$ cat src/rtl/sram_arbiter_if.sv
// Bus bundle between the requesters (CPU, data_io download, tape player),
// the SDRAM byte port and the slot arbiter.
interface sram_arbiter_if #(
  parameter int AW = 25
);
  logic          dl_busrq;
  logic          dl_wr;
  logic [AW-1:0] dl_addr;
  logic [7:0]    dl_data;
  logic          dl_overflow;

  logic          cpu_req;
  logic          cpu_we;
  logic [AW-1:0] cpu_addr;
  logic [7:0]    cpu_din;
  logic [7:0]    cpu_dout;
  logic          cpu_ack;
  logic          rfsh;

  logic          tape_req;
  logic [AW-1:0] tape_addr;
  logic [7:0]    tape_data;
  logic          tape_valid;

  logic [AW-1:0] mem_addr;
  logic [7:0]    mem_din;
  logic          mem_we;
  logic          mem_rd;
  logic [7:0]    mem_dout;

  // arbiter side
  modport slave (
    input  dl_busrq, dl_wr, dl_addr, dl_data,
    input  cpu_req, cpu_we, cpu_addr, cpu_din, rfsh,
    input  tape_req, tape_addr, mem_dout,
    output dl_overflow, cpu_dout, cpu_ack, tape_data, tape_valid,
    output mem_addr, mem_din, mem_we, mem_rd
  );

  // requester / memory side
  modport master (
    output dl_busrq, dl_wr, dl_addr, dl_data,
    output cpu_req, cpu_we, cpu_addr, cpu_din, rfsh,
    output tape_req, tape_addr, mem_dout,
    input  dl_overflow, cpu_dout, cpu_ack, tape_data, tape_valid,
    input  mem_addr, mem_din, mem_we, mem_rd
  );
endinterface

$ cat src/rtl/sram_arbiter.sv
// Slot-based scheduler sharing the SDRAM byte port between the download
// path, CPU memory cycles and tape refresh-window reads. Each access owns
// a fixed slot of SLOT cycles; one idle cycle separates slots.
module sram_arbiter #(
  parameter int AW     = 25,
  parameter int SLOT   = 8,
  parameter int RD_LAT = 6
) (
  input  logic           clk,
  input  logic           reset,
  sram_arbiter_if.slave  bus
);
  localparam int CW = $clog2(SLOT);

  typedef enum logic       {ST_IDLE, ST_SLOT} state_t;
  typedef enum logic [1:0] {G_DL, G_CPU, G_TAPE} gnt_t;

  state_t        state;
  gnt_t          gnt;
  logic [CW-1:0] cnt;

  logic          dl_full;
  logic [AW-1:0] dl_addr_q;
  logic [7:0]    dl_data_q;
  logic          cpu_served;
  logic          tape_pend;
  logic [AW-1:0] tape_addr_q;
  logic          cache_valid;
  logic [AW-1:0] cache_addr;

  logic last, dl_done, cpu_elig, tape_elig, cache_hit;

  // slot bookkeeping and eligibility (priority resolved in the FSM)
  assign last      = (state == ST_SLOT) && (cnt == CW'(SLOT-1));
  assign dl_done   = last && (gnt == G_DL);
  assign cpu_elig  = bus.cpu_req && !bus.dl_busrq && !cpu_served;
  assign tape_elig = tape_pend && bus.rfsh && !bus.cpu_req;
  // tape_data doubles as the cache data register: it only changes on tape reads
  assign cache_hit = cache_valid && (bus.tape_addr == cache_addr);

  // scheduler FSM, request capture and registered memory/handshake outputs
  always_ff @(posedge clk) begin
    if (reset) begin
      state           <= ST_IDLE;
      gnt             <= G_DL;
      cnt             <= '0;
      dl_full         <= 1'b0;
      dl_addr_q       <= '0;
      dl_data_q       <= '0;
      cpu_served      <= 1'b0;
      tape_pend       <= 1'b0;
      tape_addr_q     <= '0;
      cache_valid     <= 1'b0;
      cache_addr      <= '0;
      bus.dl_overflow <= 1'b0;
      bus.cpu_dout    <= '0;
      bus.cpu_ack     <= 1'b0;
      bus.tape_data   <= '0;
      bus.tape_valid  <= 1'b0;
      bus.mem_addr    <= '0;
      bus.mem_din     <= '0;
      bus.mem_we      <= 1'b0;
      bus.mem_rd      <= 1'b0;
    end else begin
      bus.cpu_ack    <= 1'b0;
      bus.tape_valid <= 1'b0;
      if (!bus.cpu_req) cpu_served <= 1'b0;

      case (state)
        ST_IDLE: begin
          if (dl_full || cpu_elig || tape_elig) begin
            state <= ST_SLOT;
            cnt   <= '0;
          end
          if (dl_full) begin
            gnt          <= G_DL;
            bus.mem_addr <= dl_addr_q;
            bus.mem_din  <= dl_data_q;
            bus.mem_we   <= 1'b1;
          end else if (cpu_elig) begin
            gnt          <= G_CPU;
            cpu_served   <= 1'b1;
            bus.mem_addr <= bus.cpu_addr;
            bus.mem_din  <= bus.cpu_din;
            bus.mem_we   <= bus.cpu_we;
            bus.mem_rd   <= !bus.cpu_we;
          end else if (tape_elig) begin
            gnt          <= G_TAPE;
            tape_pend    <= 1'b0;
            bus.mem_addr <= tape_addr_q;
            bus.mem_rd   <= 1'b1;
          end
        end
        ST_SLOT: begin
          cnt <= cnt + 1'b1;
          // strobe low in the last cycle so back-to-back slots show an edge
          if (cnt == CW'(SLOT-2)) begin
            bus.mem_we <= 1'b0;
            bus.mem_rd <= 1'b0;
            if (gnt == G_CPU)  bus.cpu_ack    <= 1'b1;
            if (gnt == G_TAPE) bus.tape_valid <= 1'b1;
          end
          if (cnt == CW'(RD_LAT) && bus.mem_rd) begin
            if (gnt == G_CPU)  bus.cpu_dout  <= bus.mem_dout;
            if (gnt == G_TAPE) bus.tape_data <= bus.mem_dout;
          end
          if (last) begin
            state <= ST_IDLE;
            cnt   <= '0;
            if (gnt == G_DL) begin
              dl_full     <= 1'b0;
              cache_valid <= 1'b0;
            end
            if (gnt == G_TAPE) begin
              cache_addr  <= bus.mem_addr;
              cache_valid <= 1'b1;
            end
          end
        end
        default: state <= ST_IDLE;
      endcase

      // new requests override the grant/completion updates above
      if (bus.tape_req) begin
        if (cache_hit) begin
          bus.tape_valid <= 1'b1;
        end else begin
          tape_pend   <= 1'b1;
          tape_addr_q <= bus.tape_addr;
        end
      end
      if (bus.dl_wr) begin
        if (!dl_full || dl_done) begin
          dl_full   <= 1'b1;
          dl_addr_q <= bus.dl_addr;
          dl_data_q <= bus.dl_data;
        end else begin
          bus.dl_overflow <= 1'b1;
        end
      end
    end
  end
endmodule

$ cat src/flat_wrapper.sv
// flat-port wrapper written by rule: the top's interface ports become plain ports
module sram_arbiter_flat 
#(
  parameter int AW     = 25,
  parameter int SLOT   = 8,
  parameter int RD_LAT = 6
)
  (clk, reset, bus_dl_busrq, bus_dl_wr, bus_dl_addr, bus_dl_data, bus_cpu_req, bus_cpu_we, bus_cpu_addr, bus_cpu_din, bus_rfsh, bus_tape_req, bus_tape_addr, bus_mem_dout, bus_dl_overflow, bus_cpu_dout, bus_cpu_ack, bus_tape_data, bus_tape_valid, bus_mem_addr, bus_mem_din, bus_mem_we, bus_mem_rd);
  sram_arbiter_if #(.AW(AW)) bus_i ();
  input  logic clk;
  input  logic reset;
  input wire logic [$bits(bus_i.dl_busrq)-1:0] bus_dl_busrq;
  input wire logic [$bits(bus_i.dl_wr)-1:0] bus_dl_wr;
  input wire logic [$bits(bus_i.dl_addr)-1:0] bus_dl_addr;
  input wire logic [$bits(bus_i.dl_data)-1:0] bus_dl_data;
  input wire logic [$bits(bus_i.cpu_req)-1:0] bus_cpu_req;
  input wire logic [$bits(bus_i.cpu_we)-1:0] bus_cpu_we;
  input wire logic [$bits(bus_i.cpu_addr)-1:0] bus_cpu_addr;
  input wire logic [$bits(bus_i.cpu_din)-1:0] bus_cpu_din;
  input wire logic [$bits(bus_i.rfsh)-1:0] bus_rfsh;
  input wire logic [$bits(bus_i.tape_req)-1:0] bus_tape_req;
  input wire logic [$bits(bus_i.tape_addr)-1:0] bus_tape_addr;
  input wire logic [$bits(bus_i.mem_dout)-1:0] bus_mem_dout;
  output wire logic [$bits(bus_i.dl_overflow)-1:0] bus_dl_overflow;
  output wire logic [$bits(bus_i.cpu_dout)-1:0] bus_cpu_dout;
  output wire logic [$bits(bus_i.cpu_ack)-1:0] bus_cpu_ack;
  output wire logic [$bits(bus_i.tape_data)-1:0] bus_tape_data;
  output wire logic [$bits(bus_i.tape_valid)-1:0] bus_tape_valid;
  output wire logic [$bits(bus_i.mem_addr)-1:0] bus_mem_addr;
  output wire logic [$bits(bus_i.mem_din)-1:0] bus_mem_din;
  output wire logic [$bits(bus_i.mem_we)-1:0] bus_mem_we;
  output wire logic [$bits(bus_i.mem_rd)-1:0] bus_mem_rd;
  assign bus_i.dl_busrq = bus_dl_busrq;
  assign bus_i.dl_wr = bus_dl_wr;
  assign bus_i.dl_addr = bus_dl_addr;
  assign bus_i.dl_data = bus_dl_data;
  assign bus_i.cpu_req = bus_cpu_req;
  assign bus_i.cpu_we = bus_cpu_we;
  assign bus_i.cpu_addr = bus_cpu_addr;
  assign bus_i.cpu_din = bus_cpu_din;
  assign bus_i.rfsh = bus_rfsh;
  assign bus_i.tape_req = bus_tape_req;
  assign bus_i.tape_addr = bus_tape_addr;
  assign bus_i.mem_dout = bus_mem_dout;
  assign bus_dl_overflow = bus_i.dl_overflow;
  assign bus_cpu_dout = bus_i.cpu_dout;
  assign bus_cpu_ack = bus_i.cpu_ack;
  assign bus_tape_data = bus_i.tape_data;
  assign bus_tape_valid = bus_i.tape_valid;
  assign bus_mem_addr = bus_i.mem_addr;
  assign bus_mem_din = bus_i.mem_din;
  assign bus_mem_we = bus_i.mem_we;
  assign bus_mem_rd = bus_i.mem_rd;
  sram_arbiter #(.AW(AW), .SLOT(SLOT), .RD_LAT(RD_LAT)) u_core (.clk(clk), .reset(reset), .bus(bus_i));
endmodule
$ cat config.mk
export PLATFORM = sky130hd
export DESIGN_NAME = sram_arbiter_flat
export DESIGN_NICKNAME = d
export VERILOG_FILES = /design/src/rtl/sram_arbiter_if.sv /design/src/rtl/sram_arbiter.sv /design/src/flat_wrapper.sv
export SDC_FILE = /design/constraint.sdc
export NUM_CORES = 1
export LEC_CHECK = 0
export ABC_AREA = 0
export CAP_MARGIN = 10
export CORE_ASPECT_RATIO = 0.9
export CORE_MARGIN = 4
export CORE_UTILIZATION = 50
export CTS_BUF_LIST = sky130_fd_sc_hd__clkbuf_4
export CTS_CLUSTER_DIAMETER = 50
export DETAILED_ROUTE_END_ITERATION = 10
export PLACE_DENSITY_LB_ADDON = 0.3
export SLEW_MARGIN = 15
export SYNTH_ARGS = -nofsm -noshare
export SYNTH_HDL_FRONTEND = slang
export SYNTH_SLANG_ARGS = --single-unit
$ cat constraint.sdc
create_clock -name clk -period 2.2 [get_ports clk]
set_input_delay 0.44 -clock clk [delete_from_list [all_inputs] [get_ports clk]]
set_output_delay 0.44 -clock clk [all_outputs]
set_load 0.05 [all_outputs]
Yosys cells after proc, flatten, opt, wreduce, memory -nomap -nowiden
Index checks and enable logic that the tools add are counted.

operators by class
  add/subtract/negate cells = 1
  eq/ne operators = 10
  multiplexer cells = 45
  bitwise gates (word level) = 4
  reductions and logical operators = 32

operator list
  cell                 number
  $mux 25              3
  $mux 1               31
  $eq 25x25->1         1
  $mux 8               2
  $reduce_and 3->1     5
  $reduce_and 2->1     6
  $logic_and 1x1->1    8
  $eq 3x3->1 const B   2
  $mux 2               3
  $mux 3               2
  $ne 3x1->1 const B   2
  $pmux 1 s2           3
  $pmux 3 s2           1
  $logic_not 1->1      5
  $ne 2x2->1 const B   2
  $not 1->1            4
  $reduce_bool 2->1    2
  $add 3x1->3 const B  1
  $logic_or 1x1->1     3
  $reduce_bool 3->1    1
  $reduce_or 3->1      1
  $eq 2x1->1 const B   1
  $eq 2x2->1 const B   1
  $logic_not 2->1      1
  $ne 2x1->1 const B   1

storage, ports and cells
  register bits = 147
  bits of input ports = 107
  output and inout port bits = 54
  logic and storage cells = 112

Longest topological paths before layout
  depth in word-level cells = 8
  gate-level depth with buffers = 9
  depth with buffers taken out = 7

Worst setup path before layout
No wires, ideal clock.

  kind = input -> register
  start = input port bus_tape_addr[19]
  end = register u_core.tape_addr_q[10]
  setup time = 0.117 ns
  arrival = 1.644 ns
  path slack = 0.438 ns
  stages on the path = 6
  buffers on the path = 1
  path through = xnor2_1 -> nand4_1 -> nor4_4 -> a311oi_2 -> buf_6 -> a22o_2

on the way
  word-level cells in the longest chain between the ends = 4

ends and longest elaborated chain
  item                               line                 RTL
  start, declared                    flat_wrapper.sv:22   input wire logic [$bits(bus_i.tape_addr)-1:0] bus_tape_addr;
  $eq 25x25->1                       sram_arbiter.sv:39   assign cache_hit = cache_valid && (bus.tape_addr == cache_addr);
  $logic_and 1x1->1                  sram_arbiter.sv:39
  $not 1->1 (no source line)         -
  $reduce_and 2->1 (no source line)  -
  end signal, assigned               sram_arbiter.sv:129  tape_addr_q <= bus.tape_addr;
  end, declared                      sram_arbiter.sv:27   logic [AW-1:0] tape_addr_q;

No other way between the ends.
A chain may end at the register's enable or synchronous reset.

Final worst setup path
  start = register u_core.bus.cpu_ack
  end = output port bus_cpu_ack

RTL lines
  item                    line                   RTL
  start, declared         sram_arbiter_if.sv:36  output dl_overflow, cpu_dout, cpu_ack, tape_data, tape_valid,
  start signal, assigned  sram_arbiter.sv:57     bus.cpu_ack <= 1'b0;
  start signal, assigned  sram_arbiter.sv:65     bus.cpu_ack <= 1'b0;
  start signal, assigned  sram_arbiter.sv:100    if (gnt == G_CPU) bus.cpu_ack <= 1'b1;
  end, declared           flat_wrapper.sv:26     output wire logic [$bits(bus_i.cpu_ack)-1:0] bus_cpu_ack;

No word-level cell between the ends.

==> flow_summary.toml <==
[synthesis]
synthesis.nets = 830
synth-seq-cells = 147
post_synth_instance_area_um2 = 6010
ys_types = 38
avgSynthCellArea_um2 = 8.34
synth_ff_type = "dfxtp_1"
synth.yosys.seq_area_share = 0.490
synthCells = 720
async_flop_share = 0
synth-warning-count = 0
synth_edf_count = 0

[route]
drt_wl_total_mm = 17.1
antenna_violating_nets_post_route = 0
drt-initial-drc-count = 380
met3_wirelength_mm = 1.27
highest_routed_layer = "met4"
drc_errors = 0
vias = 5584
firstDrtPassIters = 5
detail_route.vias_per_cell = 5.37
dr_wl_met2_mm = 8.28
drt-met1-wl_mm = 7.00
post_drt_wl_per_cell_um = 16.5

[placed_design]
place_congestion = 0.874
numPortBuffers = 160
dpl.hpwl_mm = 12.1
detailedPlace.worstSlack_ns = -0.207
postPlaceCellArea_um2 = 7830
dp.cells = 1007

[global_route]
grt_antenna_before_repair = 0
globalRouteOverflowTotal = 0
global_route.usage.total = 0.251
grt_start_max_net_pins = 110
first_global_vias = 5712
grt_first_pass_wirelength_mm = 27.1

[sta]
hold-worst-slack_ns = 0.191
worst_pin_slew_ns = 0.579
unrepaired_setup_endpoints_after_global_routing = "false"
timing_hold_violations_final = 0
maxClockFrequency_mhz = 464
setup_violations = 0
fin_ws_ns = 0.0460
final_critical_path_time_including_i_o_delays_and_setup_ns = 2.15
maxSlewHeadroom = 0.614
final.setup_skew_ns = 0.0257
final.period_utilization = 0.979
timing.final.max_slew_violations = 0

[cts]
cts-buffers-inserted = 17
cts-root-to-sink-buffers = 2
clock_net_sink_count = 147
ctsHoldBuffers = 0
clock_latency_ns = 0.59
clk_pin_slew_worst_paths_ns = 0.14
cts_root_buf = "clkbuf_4"
cts_tree = "yes"
htree_num_levels = 4

[final_layout]
drive_above_1_share = 0.0963
area_growth_syn_to_layout_pct = 34.9
layout_common_cells = "227 x nand2_1, 146 x dfxtp_1, 106 x clkdlybuf4s50_1, 79 x a21oi_1, 47 x dlygate4sd2_1"
mostFrequentLayoutCell = "nand2_1"
fin_area_um2 = 8100
fin_util = 0.700
insertedDiodeCount = 0
num-nets-final = 980
instances_no_fill = 1039

[power]
p_leak_nw = 3.21
cellInternalPower_mw = 4.05
power.sequential.fraction = 0.508
sw_frac_of_total = 0.277
net-switching-power_mw = 1.55
pwr_density_cell_nw_per_um2 = 692
power.share.clock = 0.335
pwr-share-comb = 0.157
worst_voltage_drop_across_the_vdd_grid_uv = 486

[floorplan]
initial_core_utilization = 0.519
horiz_die_dim_um = 124
die_height_um = 112
io-pin-count = 161
core-area_um2 = 11600
dieArea_um2 = 13800
row_count = 37

[worst_setup_path]
path_depth = 1
crit_path_max_fanout = 1
critical_path.reg2reg.startpoint = "u_core.cnt[0]"
critical-path-max-stage-delay_ns = 0.81
crit_path_start_kind = "register"
worstSetupStartpoint = "u_core.bus.cpu_ack"
setup.reg_to_reg.worst_slack_ns = 0.20
worst_case_reg_to_reg_path_depth = 8
cp_top_family = "buffers and inverters"
worst_r2r_endpoint = "u_core.dl_addr_q[4]"
cp_cell_sequence = "clkdlybuf4s50_1"
cpMaxStageDelayCell = "clkdlybuf4s50_1"
required_ns = 1.76
path_class = "reg2out"
timing.critical_path.arrival_ns = 1.71
end_kind = "output port"
crit_buf_inv = 1

[min_path]
min-delay-start = "reset"
worst_hold_path.num_cells = 2
timing.hold.worst.class = "in2reg"
terminating_pin_of_the_worst_hold_path = "u_core.cache_addr[16]"

[job]
maxCapViolations = 0

[status]
run_status = "completed"
-- metal layers --
metal / GRT usage / up-vias
li1: - / 2717
met1: 0.291 / 2615
met2: 0.424 / 211
met3: 0.0635 / 41
met4: 0.126 / 0
met5: 0 / -
-- power by group through the flow --
stage               Clock (mW)  Combinational [mW]  Sequential, mW
floorplan                    0               0.362            3.02
global placement             0               0.885            2.90
detailed placement           0               0.904            2.91
CTS                       1.89               0.885            2.84
global route              1.99               0.948            2.86
finish                    1.88               0.881            2.85
-- Yosys cell counts, drive strengths merged, types with 3 or more instances --
cell type	number	area, µm²
nand2	227	852
dfxtp	147	2940
a21oi	79	395
nor2	42	163
mux2i	35	350
clkbuf	29	109
o21ai	26	130
a22o	25	241
buf	22	141
xnor2	21	184
a31oi	14	87.6
a211oi	9	67.6
inv	6	22.5
nand4	6	37.5
xor2	4	35.0
ha	3	37.5
nor3	3	20.0
nor4b	3	26.3
-- registers in the layout (all words and copies together), names as in the netlist --
name	flops
u_core.dl_data_q	8
u_core.cache_valid	1
u_core.bus.mem_din	8
u_core.bus.tape_valid	1
u_core.bus.dl_overflow	1
u_core.bus.mem_rd	1
u_core.bus.cpu_dout	8
u_core.tape_pend	1
u_core.bus.mem_addr	25
u_core.bus.mem_we	1
u_core.gnt	2
u_core.dl_addr_q	25
u_core.bus.cpu_ack	1
u_core.tape_addr_q	25
u_core.cache_addr	25
u_core.cpu_served	1
u_core.bus.tape_data	8
u_core.state	1
u_core.dl_full	1
u_core.cnt	3
-- worst max path at each step --
stage,endpoint,slack [ns]
final,bus_cpu_ack,0.05
after detailed placement,u_core.tape_addr_q[24],-0.21
after floorplan,u_core.tape_addr_q[10],0.44
after global placement,u_core.tape_addr_q[2],-0.16
after CTS,bus_mem_din[1],0.0002
after global routing,bus_cpu_ack,0.02
-- what timing repair did --
action | in CTS | in global routing
setup endpoints to repair | 47 | 6
gates cloned | 0 | 0
resized for setup | 47 | 6
buffers inserted | 0 | 0
-- kinds of logic (layout without fill, tap and decap cells) --
kind of cell / after synthesis / in the layout / share of synthesized area
simple gates: 295 / 295 / 0.202
mux: 35 / 35 / 0.0583
flops: 147 / 147 / 0.490
xor+xnor: 25 / 25 / 0.0364
compound gates: 158 / 158 / 0.162
fa+ha+maj: 3 / 3 / 0.00625
buf+inv: 57 / 220 / 0.0454
-- through the flow --
stage                     setup TNS, ns  power [mW]
after floorplan                       0        3.38
after global placement            -3.67        3.79
after detailed placement          -4.72        3.81
after CTS                             0        5.62
after global routing                  0        5.80
final                                 0        5.61
-- layout make-up --
| cell class | count | area (µm²) |
|---|---|---|
| timing repair buffer | 182 | 1810 |
| multi-input combinational | 516 | 2820 |
| sequential | 147 | 2940 |
| inverter | 6 | 22.5 |
| clock buffer | 17 | 128 |
| clock inverter | 15 | 190 |
| fill | 938 | 3470 |
| tap | 156 | 195 |
Note: power is estimated with default switching activity, not from simulation.
